==> src/rtl/jtag_shift_bridge.sv <==
`default_nettype none
// ============================================================================
// Module   : jtag_shift_bridge
// Purpose  : Host byte stream <-> TAP FSM bit stream bridge. TDI bytes are
//            serialised with prefetch; captured TDO bits are packed into bytes.
// Config   : JTAG_BRIDGE_MSB_FIRST_EN selects MSB-first order on both paths.
// Revision : 1.0 - initial release
// ============================================================================
module jtag_shift_bridge #(
    parameter  int DATA_W = 8,
    localparam int CNT_W  = $clog2(DATA_W) + 1
) (
    input  logic              clk,
    input  logic              rst,
    input  logic              jtag_rd_en,
    input  logic              jtag_wr_en,
    input  logic [DATA_W-1:0] din,
    input  logic [CNT_W-2:0]  din_nbits,
    input  logic              din_valid,
    output logic              din_ready,
    output logic              shift_in,
    input  logic              shift_in_rd,
    output logic              shift_in_last,
    input  logic              shift_out,
    input  logic              shift_out_wr,
    output logic              shift_out_last,
    input  logic              out_flush,
    output logic [DATA_W-1:0] dout,
    output logic [CNT_W-2:0]  dout_nbits,
    output logic              dout_valid,
    input  logic              dout_ready
);

    localparam logic [CNT_W-1:0] c_FULL_CNT = CNT_W'(DATA_W);
    localparam logic [CNT_W-1:0] c_ONE      = CNT_W'(1);

    logic [DATA_W-1:0] pre_q, pre_d;
    logic [CNT_W-2:0]  pre_n_q, pre_n_d;
    logic              pre_v_q, pre_v_d;
    logic [DATA_W-1:0] isr_q, isr_d;
    logic [CNT_W-1:0]  icnt_q, icnt_d;
    logic              shift_in_q, shift_in_d;
    logic              shift_in_last_q, shift_in_last_d;
    logic [DATA_W-1:0] osr_q, osr_d;
    logic [CNT_W-1:0]  ocnt_q, ocnt_d;
    logic [DATA_W-1:0] dout_q, dout_d;
    logic [CNT_W-2:0]  dout_nbits_q, dout_nbits_d;
    logic              dout_valid_q, dout_valid_d;
    logic              ovf_q, ovf_d;

    logic              w_consume;
    logic              w_capture;
    logic              w_accept;
    logic              w_hold_free;
    logic [CNT_W-1:0]  w_load_cnt;
    logic [CNT_W-1:0]  w_opos_full;
    logic [CNT_W-2:0]  w_opos;

    assign w_consume = shift_in_rd & jtag_wr_en;
    assign w_capture = shift_out_wr & jtag_rd_en;
    assign w_accept  = din_valid & ~pre_v_q;

    // Input path: the consume is applied first, so an isr that just drained
    // refills from pre in the same edge without a bubble.
    always_comb begin
        pre_d      = pre_q;
        pre_n_d    = pre_n_q;
        pre_v_d    = pre_v_q;
        isr_d      = isr_q;
        icnt_d     = icnt_q;
        w_load_cnt = (pre_n_q == '0) ? c_FULL_CNT : {1'b0, pre_n_q};

        if (w_consume && (icnt_q != '0)) begin
`ifdef JTAG_BRIDGE_MSB_FIRST_EN
            isr_d = isr_q << 1;
`else
            isr_d = isr_q >> 1;
`endif
            icnt_d = icnt_q - c_ONE;
        end

        if (pre_v_q && (icnt_d == '0)) begin
`ifdef JTAG_BRIDGE_MSB_FIRST_EN
            isr_d = pre_q << (c_FULL_CNT - w_load_cnt);
`else
            isr_d = pre_q;
`endif
            icnt_d  = w_load_cnt;
            pre_v_d = 1'b0;
        end

        if (w_accept) begin
            pre_d   = din;
            pre_n_d = din_nbits;
            pre_v_d = 1'b1;
        end

`ifdef JTAG_BRIDGE_MSB_FIRST_EN
        shift_in_d = (icnt_d != '0) ? isr_d[DATA_W-1] : 1'b0;
`else
        shift_in_d = (icnt_d != '0) ? isr_d[0] : 1'b0;
`endif
        shift_in_last_d = (icnt_d <= c_ONE) && !pre_v_d;
    end

    // Output path: capture is resolved before flush, so a flush coinciding
    // with a completing capture sees an empty packer.
    always_comb begin
        osr_d        = osr_q;
        ocnt_d       = ocnt_q;
        dout_d       = dout_q;
        dout_nbits_d = dout_nbits_q;
        dout_valid_d = dout_valid_q;
        ovf_d        = ovf_q;
        w_hold_free  = ~dout_valid_q | dout_ready;
`ifdef JTAG_BRIDGE_MSB_FIRST_EN
        w_opos_full  = c_FULL_CNT - c_ONE - ocnt_q;
`else
        w_opos_full  = ocnt_q;
`endif
        w_opos       = w_opos_full[CNT_W-2:0];

        if (dout_valid_q && dout_ready) begin
            dout_valid_d = 1'b0;
        end

        if (w_capture) begin
            osr_d[w_opos] = shift_out;
            if (ocnt_q == (c_FULL_CNT - c_ONE)) begin
                if (w_hold_free) begin
                    dout_d       = osr_d;
                    dout_nbits_d = '0;
                    dout_valid_d = 1'b1;
                end else begin
                    ovf_d = 1'b1;
                end
                osr_d  = '0;
                ocnt_d = '0;
            end else begin
                ocnt_d = ocnt_q + c_ONE;
            end
        end

        if (out_flush && (ocnt_d != '0) && w_hold_free) begin
`ifdef JTAG_BRIDGE_MSB_FIRST_EN
            dout_d = osr_d >> (c_FULL_CNT - ocnt_d);
`else
            dout_d = osr_d;
`endif
            dout_nbits_d = ocnt_d[CNT_W-2:0];
            dout_valid_d = 1'b1;
            osr_d        = '0;
            ocnt_d       = '0;
        end
    end

    always_ff @(posedge clk) begin
        if (rst) begin
            pre_q           <= '0;
            pre_n_q         <= '0;
            pre_v_q         <= 1'b0;
            isr_q           <= '0;
            icnt_q          <= '0;
            shift_in_q      <= 1'b0;
            shift_in_last_q <= 1'b1;
            osr_q           <= '0;
            ocnt_q          <= '0;
            dout_q          <= '0;
            dout_nbits_q    <= '0;
            dout_valid_q    <= 1'b0;
            ovf_q           <= 1'b0;
        end else begin
            pre_q           <= pre_d;
            pre_n_q         <= pre_n_d;
            pre_v_q         <= pre_v_d;
            isr_q           <= isr_d;
            icnt_q          <= icnt_d;
            shift_in_q      <= shift_in_d;
            shift_in_last_q <= shift_in_last_d;
            osr_q           <= osr_d;
            ocnt_q          <= ocnt_d;
            dout_q          <= dout_d;
            dout_nbits_q    <= dout_nbits_d;
            dout_valid_q    <= dout_valid_d;
            ovf_q           <= ovf_d;
        end
    end

    assign din_ready      = ~pre_v_q;
    assign shift_in       = shift_in_q;
    assign shift_in_last  = shift_in_last_q;
    assign shift_out_last = (ocnt_q == (c_FULL_CNT - c_ONE)) && dout_valid_q && ~dout_ready;
    assign dout           = dout_q;
    assign dout_nbits     = dout_nbits_q;
    assign dout_valid     = dout_valid_q;

endmodule
`default_nettype wire

==> config.mk <==
export PLATFORM = sky130hd
export DESIGN_NAME = jtag_shift_bridge
export DESIGN_NICKNAME = d
export VERILOG_FILES = /design/src/rtl/jtag_shift_bridge.sv
export SDC_FILE = /design/constraint.sdc
export NUM_CORES = 1
export LEC_CHECK = 0
export ABC_AREA = 0
export CAP_MARGIN = 25
export CORE_MARGIN = 2
export CORE_UTILIZATION = 45
export DETAILED_ROUTE_END_ITERATION = 16
export HOLD_SLACK_MARGIN = 0.03
export PLACE_DENSITY_LB_ADDON = 0.25
export SYNTH_ARGS = -nofsm -noshare
export SYNTH_HDL_FRONTEND = slang
export SYNTH_SLANG_ARGS = --single-unit
export TNS_END_PERCENT = 20
==> constraint.sdc <==
create_clock -name clk -period 2 [get_ports clk]
set_input_delay 0.4 -clock clk [delete_from_list [all_inputs] [get_ports clk]]
set_output_delay 0.4 -clock clk [all_outputs]
set_load 0.005 [all_outputs]
# == Yosys cells after proc, flatten, opt, wreduce, memory -nomap -nowiden ==
# Cells that the tools add are included.
# W data, S select, Z words.
# totals
register_bits,50
output_inout_bits,16
wordCells,76
# classes
add_sub_neg,2
order_cmp,3
eq_ne,1
muxes,27
bitwise,8
n_reduce_logical,22
# ops
op,count
$mux W8,8
$mux W4,5
$mux W3,4
$reduce_bool A4 Y1,3
$logic_and A1 B1 Y1,9
$bwmux W8,1
$mux W1,8
$reduce_bool A2 Y1,4
$add A4 B1 Y4 const B,1
$eq A4 B3 Y1 const B,1
$le A4 B1 Y1 const B,1
$logic_not A4 Y1,1
$lt A3 B4 Y1 const B,1
$not A1 Y1,4
$reduce_or A2 Y1,2
$sub A4 B1 Y4 const B,1
$and A1 B1 Y1,3
$demux W1 S3,1
$ge A3 B1 Y1 const B,1
$logic_not A3 Y1,1
$reduce_and A3 Y1,1
$logic_not A1 Y1,1
$or A1 B1 Y1,1

# == Depth between registers and ports, before layout ==
# Gate-level depths: netlist of the first run.
# logic_depth
word_depth,9
depth_mapped,8

# == Least setup slack after synthesis of the first run ==
# No wires, ideal clock.
# synth_timing
kind,flip-flop to flip-flop
start,register icnt_q[0]
end,register icnt_q[3]
arrival_time_ns,1.798
required_time_ns,1.929
path_slack_ns,0.131
path_stages_with_launch,8
n_path_buf,0
synth_period_minus_slack_ns,1.869
cell_sequence,dfxtp_1 > inv_1 > ha_1 > nor3b_2 > nor3_1 > o211ai_1 > or4_1 > a21oi_1
# synth_via
elab_chain_cells,6
word_cells_on_any_way,7
cone_classes,1 x add/sub; 2 x mux; 4 x reduce/logical
# synth_lines
element,line_no,text
"start, declared",41,"logic [CNT_W-1:0] icnt_q, icnt_d;"
"start signal, assigned",177,icnt_q <= icnt_d;
branches (longest 2 deep; another with $sub A4 B1 Y4),--,
$mux W4 *,73,if (w_consume && (icnt_q != '0)) begin
$logic_not A4 Y1,82,if (pre_v_q && (icnt_d == '0)) begin
$logic_and A1 B1 Y1,82,
$mux W4 *,82,
# Every way passes the cells marked *.
# A chain may end at the register's enable or synchronous reset.

# == Worst setup path after layout of the first run ==
# layout_timing
start,register ocnt_q[0]
end,register dout_q[7] (netlist: dout[7])
# layout_via
elab_chain_cells,9
word_cells_on_any_way,23
cone_classes,1 x add/sub; 2 x order compare; 1 x eq/ne; 11 x mux; 8 x reduce/logical
# layout_lines
element,line_no,text
"start, declared",45,"logic [CNT_W-1:0] ocnt_q, ocnt_d;"
"start signal, assigned",181,ocnt_q <= ocnt_d;
$lt A3 B4 Y1 (implied by the code) or $ge A3 B1 Y1 (tied branches),128,osr_d[w_opos] = shift_out;
$logic_and A1 B1 Y1 (implied by the code),128,
$mux W1 (implied by the code),128,
$demux W1 S3,128,
$bwmux W8,128,
$mux W8,130,if (w_hold_free) begin
$mux W8,129,if (ocnt_q == (c_FULL_CNT - c_ONE)) begin
$mux W8,127,if (w_capture) begin
$mux W8,144,if (out_flush && (ocnt_d != '0) && w_hold_free) begin
"end signal, assigned",182,dout_q <= dout_d;
"end, declared",46,"logic [DATA_W-1:0] dout_q, dout_d;"
# Parallel ways exist; a longest one is shown, timed or not. The select of a mux whose other input is x is not followed.

==> flow_metrics.tcl, run 1 <==
set metrics [dict create \
    result_of_the_run "finished, final reports clean" \
    worst_ep_arrival_time_ps 2130 \
    portBuffers 36 \
    root_buffer "clkbuf_8" \
    hold_end "pre_q[0]" \
    globalRouteOverflowTotal 0 \
    max-clock-path-buffers 2 \
    xor_xnor_share_of_the_synthesized_area_pct 1.36 \
    gpl.final_weighted_congestion 0.822 \
    hold_path_depth 2 \
    final_cells 413 \
    largest_net_degree_at_the_start_of_global_routing 39 \
    netlist_area_um2 2580 \
    fillers 492 \
    number_of_nets_in_the_finished_design 363 \
    critical_path.cell_chain "buf_4 -> nand3_1 -> o21ai_4 -> and4_4 -> nor2_1 -> buf_4 -> o2111a_1" \
    totalNegativeSetupSlack_ps 0 \
    grt_antenna_before_repair 0 \
    dpl.hpwl_um 3970 \
    timing.critical_path.slowest_stage_cell "dfxtp_2" \
    critPathKind "flop to flop" \
    syn_nets 308 \
    drt_drc_violations_left 0 \
    end_kind "flop" \
    die-area_um2 6360 \
    p_per_area_nw_per_um2 828 \
    clk_latency_ps 310 \
    rsz_0062_raised_after_global_routing "no" \
    ys_async_sr_fraction_pct 0 \
    critical_path_buf_inv_count 2 \
    r2r_setup_slack_ps 80 \
    total_instance_count_after_detailed_placement 403 \
    avgRoutedWirePerCell_um 14.5 \
    cts_buffers 5 \
    yosys_warnings 0 \
    path_clk_slew_ps 100 \
    detailedRoute.firstIterationViolations 149 \
    netlist_instances 285 \
    share_of_the_synthesized_area_in_compound_gates_ao_oa_aoi_oai_pct 23.5 \
    via_density_per_instance 5.44 \
    worstSetupStartpoint "ocnt_q[0]" \
    drt-pass1-iter-count 4 \
    regToRegEndpoint "dout[7]" \
    post_layout_power_mw 2.79 \
    synth.ff_latch_count 50 \
    ir_drop_mv 0.563 \
    htree_levels 2 \
    ios 37 \
    route.final.wire_length_um 5980 \
    total_routing_resource_utilization_after_global_routing_pct 19.8 \
    synth_mux_area_share_pct 7.85 \
    avgSynthCellArea_um2 9.06 \
    synth-edff-count 0 \
    rows 27 \
    synthAdderAreaFrac_pct 0.969 \
    synth.yosys.seq_area_share_pct 38.8 \
    post-route-period-util_pct 96.1 \
    detail-route-antenna-nets 0 \
    synthToLayoutAreaGrowth_pct 30.5 \
    synth_top_family_by_area "compound AO/OA/AOI/OAI gates" \
    endpoint_required_time_on_the_critical_path_ps 2210 \
    hold_class "flop to flop" \
    finalWorstPathRequiredPeriod_ps 1920 \
    antenna-diode-count 0 \
    cts_sinks 50 \
    synthSimpleGateAreaFrac_pct 22.5 \
    critical_path.max_stage_delay_ps 370 \
    tritoncts "yes" \
    fin_worst_skew_ps 8.81 \
    report.final.hold_viol_count 0 \
    synth.top_cells.by_count "dfxtp_1, nand2_1, a21oi_1, nor2_1, mux2i_1" \
    vias 2247 \
    worst_path_max_fanout 11 \
    max_freq_ghz 0.520 \
    max_slew.worst_pin.slew_ps 373 \
    synth.top_cells.by_area "dfxtp_1, mux2i_1, a21oi_1" \
    worst_r2r_path_depth 7 \
    slew_headroom_pct 75.1 \
    cpMostUsedCell "buf_4" \
    postSynth.topFlopCell "dfxtp_1" \
    via_count_of_the_first_global_routing_pass 2161 \
    critical_path.reg2reg.startpoint "ocnt_q[0]" \
    post_route_cells_drive_above_1_share_pct 20.2 \
    global_route_wire_length_before_repair_um 10000 \
    synth.top_cell.area_share_pct 38.8 \
    drv_cap 0 \
    ys_types 55 \
    leakagePower_nw 1.34 \
    dieHeight_um 79.7 \
    slew_viol_final 0 \
    setup_viol 0 \
    worstHoldStart "pre_q[0]" \
    initial_core_util_pct 46.9 \
    core_area_um2 5510 \
    critPathTopFamily "compound AO/OA/AOI/OAI gates" \
    start_kind "flop" \
    synth.largest_area_cell "dfxtp_1" \
    die_width_um 79.7 \
    post-synth-top-count-cell "dfxtp_1" \
]
[through the flow]
stage	setup WS, ps	cell area, um^2	utilization, %	hold WS (ps)
2_1_floorplan	131	2580	-	436
3_3_place_gp	-242	3140	57.1	443
3_5_place_dp	-303	3140	57.1	448
4_1_cts	5.75	3300	60.0	462
5_1_grt	0.606	3370	61.2	480
6_report	77.6	3370	61.2	459
[flip-flops by register name (all words and copies together) (netlist names)]
name	flops
shift_in	1
isr_q	8
icnt_q	4
ocnt_q	4
dout	8
pre_v_q	1
dout_nbits	3
dout_valid	1
shift_in_last	1
pre_q	8
pre_n_q	3
osr_q	8
[worst register-to-register path, stage by stage, from the launching register on]
cell and delay, ps:
dfxtp_2 370, buf_4 190, nand3_1 220, o21ai_4 310, and4_4 270, nor2_1 50
buf_4 170, o2111a_1 250
[repair_timing]
item,in CTS,in global routing
resized for setup,6,11
hold buffers,0,0
cloned,0,1
pin swaps,0,3
setup buffers,1,0
hold endpoints to repair,0,0
setup endpoints to repair,2,23
[cells by family after synthesis]
group | count (synthesis)
fa+ha+maj | 2
flops | 50
xor+xnor | 4
buf+inv | 25
mux | 20
compound gates | 82
simple gates | 102
[metal layers]
| layer | vias up | wire [um] | track usage, % |
|---|---|---|---|
| li1 | 1131 | - | - |
| met2 | 73 | 2770 | 32.3 |
| met4 | 0 | 98 | 7.29 |
| met3 | 13 | 355 | 3.73 |
| met5 | - | 0 | 0 |
| met1 | 1030 | 2760 | 26.1 |
[how the worst max path moves through the flow]
| stage | slack (ps) | endpoint | cells after the start |
|---|---|---|---|
| detailed placement | -300 | dout[7] | 7 |
| CTS | 6 | isr_q[7] | 9 |
| floorplan | 130 | icnt_q[3] | 7 |
| global route | 0.6 | isr_q[1] | 9 |
| finish | 80 | dout[7] | 7 |
| global placement | -240 | dout[7] | 7 |
[power by group]
part	switching (mW)	total [mW]	internal (mW)
Sequential	0.0753	1.18	1.11
Combinational	0.399	0.859	0.460
Clock	0.367	0.749	0.382
Total	0.841	2.79	1.95
[layout by cell type, fill, tap and decap left out, types with 2 or more instances in the layout]
| cell type | instances |
|---|---|
| xnor2_1 | 3 |
| a21oi_1 | 31 |
| mux2i_1 | 18 |
| clkbuf_8 | 5 |
| dlymetal6s2s_1 | 3 |
| a211oi_1 | 6 |
| dfxtp_1 | 47 |
| nor3_1 | 2 |
| inv_1 | 9 |
| nor2b_1 | 4 |
| and2_1 | 3 |
| and3b_1 | 2 |
| nand2_1 | 32 |
| nand3_1 | 3 |
| o21ai_0 | 11 |
| o211a_1 | 7 |
| nor2_4 | 10 |
| inv_6 | 2 |
| buf_4 | 25 |
| nor2_1 | 25 |
| clkdlybuf4s50_1 | 33 |
| nand3b_1 | 4 |
| o21a_1 | 3 |
| dfxtp_2 | 3 |
| o2111a_1 | 2 |
| a41oi_4 | 2 |
| or4_1 | 2 |
| o211ai_1 | 8 |
| nor3b_1 | 3 |
[area by class of cell]
type / count / area, um^2 / share of cell area, %
tap: 72 / 90.1 / 2.67
timing repair buffer: 64 / 616 / 18.3
clock buffer: 5 / 68.8 / 2.04
clock inverter: 3 / 47.5 / 1.41
sequential: 50 / 1000 / 29.8
multi-input combinational: 210 / 1510 / 44.8
inverter: 9 / 33.8 / 1.00
(Power assumes the default switching activity.)
==> inputs of run 2 (changes only) <==
- CORE_UTILIZATION: 45 -> 60
- DONT_BUFFER_PORTS: not set -> 1
==> flow_metrics.tcl, run 2 (synthesized netlist as in run 1, its figures left out) <==
set metrics [dict create \
    core_area_um2 4060 \
    total_routing_resource_utilization_after_global_routing_pct 22.5 \
    placed_area_um2 2650 \
    antenna-diode-count 0 \
    htree_levels 2 \
    drv_cap 0 \
    drt-pass1-iter-count 5 \
    post-route-period-util_pct 95.7 \
    root_buffer "clkbuf_8" \
    max_slew.worst_pin.slew_ps 672 \
    layout_common_cells "dfxtp_1, nand2_1, a21oi_1, nor2_1, mux2i_1" \
    preCtsSetupSlack_ps -25.5 \
    worst_ep_arrival_time_ps 2140 \
    number_of_nets_in_the_finished_design 315 \
    slew_headroom_pct 55.1 \
    endpoint_required_time_on_the_critical_path_ps 2230 \
    critical_path_buf_inv_count 2 \
    critPathTopFamily "multiplexers" \
    p_per_area_nw_per_um2 955 \
    ios 37 \
    fillers 315 \
    dpl.hpwl_um 3570 \
    hold_class "input port to flop" \
    post_route_cells_drive_above_1_share_pct 18.4 \
    detail-route-antenna-nets 0 \
    leakagePower_nw 1.10 \
    report.final.hold_viol_count 0 \
    max-clock-path-buffers 2 \
    final_cells 343 \
    rsz_0062_raised_after_global_routing "no" \
    timing.critical_path.slowest_stage_cell "mux2_1" \
    design_area_um2 2850 \
    largest_net_degree_at_the_start_of_global_routing 40 \
    slew_viol_final 0 \
    detailedRoute.firstIterationViolations 148 \
    result_of_the_run "finished, final reports clean" \
    final_core_utilization_pct 70.3 \
    start_kind "flop" \
    tritoncts "yes" \
    rows 23 \
    timing.final.ws_setup_ps 86.1 \
    max_freq_ghz 0.522 \
    gpl.final_weighted_congestion 0.812 \
    portBuffers 0 \
    globalRouteOverflowTotal 0 \
    global_route_wire_length_before_repair_um 8810 \
    cts_buffers 5 \
    die-area_um2 4840 \
    mostFrequentLayoutCell "dfxtp_1" \
    dieHeight_um 69.6 \
    cts_sinks 50 \
    totalNegativeSetupSlack_ps 0 \
    end_kind "flop" \
    die_width_um 69.6 \
    ir_drop_mv 0.687 \
    route.final.wire_length_um 5240 \
    via_density_per_instance 6.03 \
    finalWorstPathRequiredPeriod_ps 1910 \
    worst_path_max_fanout 4 \
    synthToLayoutAreaGrowth_pct 10.6 \
    drt_drc_violations_left 0 \
    path_clk_slew_ps 100 \
    total_instance_count_after_detailed_placement 332 \
    fin_worst_skew_ps 4.76 \
    vias 2070 \
    via_count_of_the_first_global_routing_pass 1929 \
    avgRoutedWirePerCell_um 15.3 \
    critical_path.cell_chain "inv_1 -> ha_1 -> nor3b_4 -> buf_4 -> nor2_4 -> mux2_1 -> o2111a_1 -> a211oi_1" \
    critical_path.max_stage_delay_ps 380 \
    initial_core_util_pct 63.6 \
    grt_antenna_before_repair 0 \
    setup_viol 0 \
    critPathKind "flop to flop" \
    clk_latency_ps 310 \
]
## run 2: report_power, final
part	total, mW	switching (mW)	internal [mW]	leakage [nW]
registers	1.19	0.0831	1.11	0.409
logic	0.686	0.359	0.327	0.620
clock network	0.849	0.348	0.501	0.0683
total	2.73	0.790	1.94	1.10
## run 2: final cells by class
class | count | area (um^2) | share of cell area (%)
Timing Repair Buffer | 16 | 124 | 4.34
Clock buffer | 5 | 68.8 | 2.41
Tap cell | 50 | 62.6 | 2.19
Clock inverter | 3 | 68.8 | 2.41
Sequential cell | 50 | 1000 | 35.1
Inverter | 9 | 33.8 | 1.18
Multi-Input combinational cell | 210 | 1490 | 52.3
## run 2: per-layer routing
| metal | up-vias | global-route usage (%) | wire (um) |
|---|---|---|---|
| met5 | - | 0 | 0 |
| li1 | 1033 | - | - |
| met2 | 52 | 35.7 | 2470 |
| met3 | 9 | 7.41 | 320 |
| met4 | 0 | 6.10 | 65 |
| met1 | 976 | 29.3 | 2380 |
## run 2: timing repair
action                     CTS  global route
buffers inserted             0             3
gates cloned                 0             0
hold buffers                 0             0
gates resized for setup      3             6
hold endpoints to repair     0             0
setup endpoints to repair    9            18
pin swaps                    0             1
## run 2: final timing paths
check	startpoint	end	slack, ps	depth (start not counted)
worst min-delay path	rst	dout_nbits[2]	150	1
worst min register to register	pre_q[4]	pre_q[4]	450	2
worst max-delay path	icnt_q[0]	shift_in	90	8
worst max register to register	icnt_q[0]	shift_in	90	8
## run 2: per-stage QoR
| stage | hold WS, ps | power [mW] |
|---|---|---|
| floorplan | 436 | 1.70 |
| global placement | 440 | 1.78 |
| detailed placement | 441 | 1.81 |
| CTS | 147 | 2.68 |
| global route | 129 | 2.87 |
| finish | 146 | 2.73 |
